<file path="src/rtl/dbnc_pkg.sv">
// Shared state encoding for the debounce/edge-detect block.
package dbnc_pkg;

    typedef enum logic [1:0] {
        STABLE_LO = 2'd0,
        WAIT_HI   = 2'd1,
        STABLE_HI = 2'd2,
        WAIT_LO   = 2'd3
    } dbnc_state_e;

endpackage

</file>
<file path="src/rtl/sat_counter.sv">
// Saturating up-counter with synchronous clear; a clear and an increment together give 1.
module sat_counter #(
    parameter int unsigned W = 8
) (
    input  logic         clk,
    input  logic         rst_n,
    input  logic         clr,
    input  logic         inc,
    output logic [W-1:0] q
);

    localparam logic [W-1:0] MAX = '1;

    always_ff @(posedge clk) begin
        if (!rst_n) begin
            q <= '0;
        end else if (clr) begin
            q <= inc ? W'(1) : '0;
        end else if (inc && (q != MAX)) begin
            q <= q + W'(1);
        end
    end

endmodule

</file>
<file path="src/rtl/dff_debounce_edge.sv">
// Debounces a clk-domain level: a new level is accepted after STABLE_CYCLES identical
// samples, producing one-cycle rise/fall pulses and a saturating count of accepted rises.
module dff_debounce_edge
    import dbnc_pkg::*;
#(
    parameter int unsigned STABLE_CYCLES = 4,
    parameter int unsigned EVT_W         = 8
) (
    input  logic             clk,
    input  logic             rst_n,
    input  logic             d_in,
    input  logic             clr_cnt,
    output logic             level_out,
    output logic             rise_pulse,
    output logic             fall_pulse,
    output logic             busy,
    output logic [EVT_W-1:0] edge_count
);

    localparam int unsigned CNT_W = $clog2(STABLE_CYCLES + 1);
    localparam logic [CNT_W-1:0] CNT_LAST = CNT_W'(STABLE_CYCLES - 1);

    dbnc_state_e      state, state_nxt;
    logic [CNT_W-1:0] cnt, cnt_nxt;
    logic             level_nxt, rise_nxt, fall_nxt, busy_nxt;

    always_ff @(posedge clk) begin
        if (!rst_n) begin
            state      <= STABLE_LO;
            cnt        <= '0;
            level_out  <= 1'b0;
            rise_pulse <= 1'b0;
            fall_pulse <= 1'b0;
            busy       <= 1'b0;
        end else begin
            state      <= state_nxt;
            cnt        <= cnt_nxt;
            level_out  <= level_nxt;
            rise_pulse <= rise_nxt;
            fall_pulse <= fall_nxt;
            busy       <= busy_nxt;
        end
    end

    // Qualification FSM: a WAIT state counts matching samples and falls back on any mismatch.
    always_comb begin
        state_nxt = state;
        cnt_nxt   = cnt;
        level_nxt = level_out;
        rise_nxt  = 1'b0;
        fall_nxt  = 1'b0;

        case (state)
            STABLE_LO: begin
                cnt_nxt = '0;
                if (d_in) begin
                    if (STABLE_CYCLES == 1) begin
                        state_nxt = STABLE_HI;
                        level_nxt = 1'b1;
                        rise_nxt  = 1'b1;
                    end else begin
                        state_nxt = WAIT_HI;
                        cnt_nxt   = CNT_W'(1);
                    end
                end
            end
            WAIT_HI: begin
                if (!d_in) begin
                    state_nxt = STABLE_LO;
                    cnt_nxt   = '0;
                end else if (cnt == CNT_LAST) begin
                    state_nxt = STABLE_HI;
                    cnt_nxt   = '0;
                    level_nxt = 1'b1;
                    rise_nxt  = 1'b1;
                end else begin
                    cnt_nxt = cnt + CNT_W'(1);
                end
            end
            STABLE_HI: begin
                cnt_nxt = '0;
                if (!d_in) begin
                    if (STABLE_CYCLES == 1) begin
                        state_nxt = STABLE_LO;
                        level_nxt = 1'b0;
                        fall_nxt  = 1'b1;
                    end else begin
                        state_nxt = WAIT_LO;
                        cnt_nxt   = CNT_W'(1);
                    end
                end
            end
            WAIT_LO: begin
                if (d_in) begin
                    state_nxt = STABLE_HI;
                    cnt_nxt   = '0;
                end else if (cnt == CNT_LAST) begin
                    state_nxt = STABLE_LO;
                    cnt_nxt   = '0;
                    level_nxt = 1'b0;
                    fall_nxt  = 1'b1;
                end else begin
                    cnt_nxt = cnt + CNT_W'(1);
                end
            end
            default: begin
                state_nxt = STABLE_LO;
                cnt_nxt   = '0;
            end
        endcase

        busy_nxt = (state_nxt == WAIT_HI) || (state_nxt == WAIT_LO);
    end

    sat_counter #(.W(EVT_W)) u_edge_cnt (
        .clk   (clk),
        .rst_n (rst_n),
        .clr   (clr_cnt),
        .inc   (rise_nxt),
        .q     (edge_count)
    );

endmodule
</file>
<file path="config.mk">
export PLATFORM = sky130hd
export DESIGN_NAME = dff_debounce_edge
export DESIGN_NICKNAME = d
export VERILOG_FILES = /design/src/rtl/dbnc_pkg.sv /design/src/rtl/sat_counter.sv /design/src/rtl/dff_debounce_edge.sv
export SDC_FILE = /design/constraint.sdc
export NUM_CORES = 1
export LEC_CHECK = 0
export BUFFER_PORTS_ARGS = -buffer_cell sky130_fd_sc_hd__buf_2
export CORE_UTILIZATION = 35
export CTS_CLUSTER_DIAMETER = 50
export DETAILED_ROUTE_END_ITERATION = 16
export GPL_TIMING_DRIVEN = 1
export PLACE_DENSITY = 0.65
export SYNTH_ARGS = -nofsm -noshare
export SYNTH_HDL_FRONTEND = slang
export SYNTH_SLANG_ARGS = --single-unit
</file>
<file path="constraint.sdc">
create_clock -name clk -period 1.6 [get_ports clk]
set_input_delay 0.08 -clock clk [delete_from_list [all_inputs] [get_ports clk]]
set_output_delay 0.08 -clock clk [all_outputs]
set_load 0.01 [all_outputs]
</file>
# Word level (Yosys, flattened, before mapping)
# Index checks and enable logic that the tools add are counted.
# classes
n_addsub	2
n_mul	0
div_mod_pow	0
n_lt_le_gt_ge	0
n_eq_ne	11
n_shift	0
n_mux	24
bitwise_logic	2
n_reduce_logical	7
# ops
op	n
$mux W8	2
$mux W2	6
$pmux W3 S4	1
$mux W1	10
$mux W3	3
$add A8 B1 Y8 const B	1
$ne A2 B2 Y1 const B	4
$ne A8 B8 Y1 const B	1
$pmux W2 S4	1
$eq A2 B2 Y1 const B	3
$reduce_and A5 Y1	1
$eq A2 B1 Y1 const B	2
$reduce_bool A2 Y1	2
$add A3 B1 Y3 const B	1
$eq A3 B2 Y1 const B	1
$reduce_or A3 Y1	1
$logic_not A2 Y1	1
$not A1 Y1	2
$pmux W1 S2	1
$logic_and A1 B1 Y1	1
$logic_or A1 B1 Y1	1
# word_totals
reg_bits	17
latch_bits	0
mem_bits_rw	0
romBits	0
output_inout_bits	12
elab_cells	53
mem_count	0

# Depth between registers and ports, before layout
# depth
depth_word	7
ltp_mapped	6

# Cells and area by module
# From an unflattened synthesis, not the netlist that was laid out.
# hier_totals
cells_unflattened	81
area_unflattened_um2	760.7
# modules_own_cells
mod	instances	cells_per_inst	area_per_inst_um2
sat_counter	1	49	426.7
dff_debounce_edge	1	32	334.1

# Least setup slack after synthesis
# OpenSTA, ideal clock, no wires.
# synth_path
path_type	register to register
start	reg u_edge_cnt.q[0]
end	reg u_edge_cnt.q[7]
setup_ns	0.070
t_arrival_ns	1.532
t_required_ns	1.530
path_slack_ns	-0.003
path_stages_with_launch	6
path_cell_list	dfxtp_1 > ha_1 > nand3_1 > o2111ai_4 > or4_1 > a21oi_1
# synth_between
elab_chain_len	3
# synth_lines
element	line	source
start, declared	sat_counter.sv:9	output logic [W-1:0] q
start signal, assigned	sat_counter.sv:18	q <= inc ? W'(1) : '0;
start signal, assigned	sat_counter.sv:20	q <= q + W'(1);
$add A8 B1 Y8 / $ne A8 B8 Y1 (equally long branches)	sat_counter.sv:20, sat_counter.sv:19	
$mux W8 / $logic_and A1 B1 Y1 (equally long branches)	sat_counter.sv:19	end else if (inc && (q != MAX)) begin
$mux W8 / $reduce_bool A2 Y1 (equally long branches)	n/a	
# Parallel ways exist; a longest one is shown, timed or not. The select of a mux whose other input is x is not followed.
# A chain may end at the register's enable or synchronous reset.

# Worst setup path after layout
# Same ends and word-level chain as after synthesis.

==> flow_summary.ini <==
[critical_path]
start_kind = flop
r2r_slack_ps = 70
worst-endpoint-required_ps = 1810
crit_start = u_edge_cnt.q[0]$_SDFFE_PN0P_
slowest_stage = or4_1
critPathBufInv = 0
r2r-start = u_edge_cnt.q[0]$_SDFFE_PN0P_
path_cells = ha_2 > nand3_2 > o2111ai_4 > or4_1 > a21oi_1
crit_type = flop to flop
cp_slowest_stage_delay_ps = 510
arrival_ps = 1740
cp_top_family = simple AND/OR/NAND/NOR gates
crit_path_end_kind = flop
critPathMaxFanout = 5

[sta]
max_freq_mhz = 652
fin_crit_sh_pct = 95.8
hold_slack_ps = 86.7
drv_slew = 0
fin_worst_skew_ps = 4.18
rsz0062_at_grt = yes
fin_tns_setup_ps = 0
min_period_ps = 1530
worst_slew_pin_slew_ps = 326
slew_headroom_pct = 78.0
hold_viol_final = 0
worst_slack_ps = 66.7
final-setup-viol-count = 0

[synth]
synth.area.top_cells = dfxtp_1, nor2_1, o2111ai_4
ys_warn_count = 0
synth_nets = 82
synth_top_cell_area_share_pct = 45.9
syn_area_per_cell_um2 = 9.75
synth-edff-count = 0
synth_flop_cell = dfxtp_1
yosysUniqueCellTypes = 33
ys_ff_latch = 17
synthArstFlopShare_pct = 0
syn_inst = 76
synth_top_cell_by_area = dfxtp_1
yosysSeqAreaShare_pct = 45.9
syn-cell-area_um2 = 741

[layout]
layout-drive-gt1-share_pct = 36.4
layout_common_cells = dfxtp_1, buf_2, nor2_1, nand2_1
area_delta_synth_final_pct = 25.0
post-route-util_pct = 46.7
antenna_cells = 0
layout.nets = 106

[floorplanning]
initial_core_util_pct = 37.4
io_pins = 16
die_h_um = 48.0
rows = 16
coreArea_mm2 = 0.00198
die-area_mm2 = 0.00230
die_x_um = 48.0

[clock_tree]
holdBufCountCts = 0
cts_made_buffers = 3
cts_setup_buffers = 0
tritoncts = done
cts_sinks = 17
clock_latency_ps = 280
cts_root_buffer = clkbuf_4
htree_levels = 1
path_clk_slew_ps = 100
clockBufferDepth = 2

[placed_design]
place_ws_ps = 8.47
place_hpwl_mm = 1.06
gp_congestion = 0.719
port_buffers = 15

[route]
wirelength_mm = 1.36
vias = 631
vias_per_cell = 5.01
wl_per_cell_um = 10.8
first_pass_iters = 4
drt_iter0_markers = 5
post-route-drc-count = 0
antenna_left = 0

[flow_run]
maxCapViolations = 0

[grt]
grt_pass1_wl_mm = 2.18
grt_max_degree = 11
grt_pass1_vias = 531
antenna_found_initial = 0
gr-total-overflow = 0
grt_usage_pct = 13.4

[worst_hold_path]
min_path_type = input port to flop
worstHoldStart = rst_n

[power]
power_density_mw_per_mm2 = 736
leakage_nw = 0.383
peakVddDrop_uv = 349

[status]
outcome = completed
state kept, by name, indices dropped and copies added (netlist names):
register,count
u_edge_cnt.q,8
level_out,1
fall_pulse,1
state,2
cnt,3
busy,1
rise_pulse,1
where the power goes:
part,switching [W],internal [W],total [W]
Combinational,0.0000172,0.0000116,0.0000288
Sequential,0.00000281,0.000428,0.000431
Clock,0.000129,0.0000925,0.000221
final timing paths:
check | to | cells past startpoint
max | u_edge_cnt.q[7]$_SDFFE_PN0P_ | 5
min | level_out$_SDFFE_PN0P_ | 2
min reg2reg | cnt[0]$_SDFF_PN0_ | 1
max reg2reg | u_edge_cnt.q[7]$_SDFFE_PN0P_ | 5
what timing repair did:
| item | in CTS | in global routing |
|---|---|---|
| resized for setup | 2 | 3 |
| setup endpoints to repair | 2 | 4 |
| pin swaps | 0 | 2 |
cell type report:
cell class / instances / area [um^2]
Fill cell: 189 / 1060
Multi-Input combinational cell: 57 / 405
Sequential cell: 17 / 343
Timing Repair Buffer: 20 / 113
Tap cell: 27 / 33.8
Clock buffer: 3 / 22.5
Clock inverter: 1 / 5.00
Inverter: 1 / 3.75
cell families (layout without fill, tap and decap cells):
group	after synthesis	in the layout	share of synthesized area, %
AOI/OAI and AO/OA	19	19	19.8
adders and majority gates	2	2	3.38
and+or+nand+nor	32	32	24.3
xor gates and xnor gates	2	2	2.37
buffers and inverters	2	25	1.52
muxes	2	2	2.70
DFF	17	17	45.9
synth_stat cells, types with 2 or more instances:
library cell	count
ha_1	2
mux2i_1	2
xor2_1	2
nor2_1	7
nor2b_1	2
dfxtp_1	17
a21oi_1	4
nand2_1	6
o211ai_1	3
o21ai_0	5
nand2b_1	2
nand4_1	2
and3_1	2
stage by stage:
stage | cell area, um^2 | power, W | instances
6_report | 926 | 0.000681 | 126
5_1_grt | 926 | 0.000719 | 126
4_1_cts | 916 | 0.000689 | 126
3_5_place_dp | 885 | 0.000469 | 122
3_3_place_gp | 885 | 0.000469 | 122
2_1_floorplan | 746 | 0.000456 | 76
metal layers:
layer | part of all wire (%) | GRT usage (%)
met1 | 51 | 18.1
met2 | 45 | 21.4
met3 | 2.7 | 3.40
met4 | 0.66 | 3.33
met5 | 0 | 0
Power figures use the tool's default switching activity.
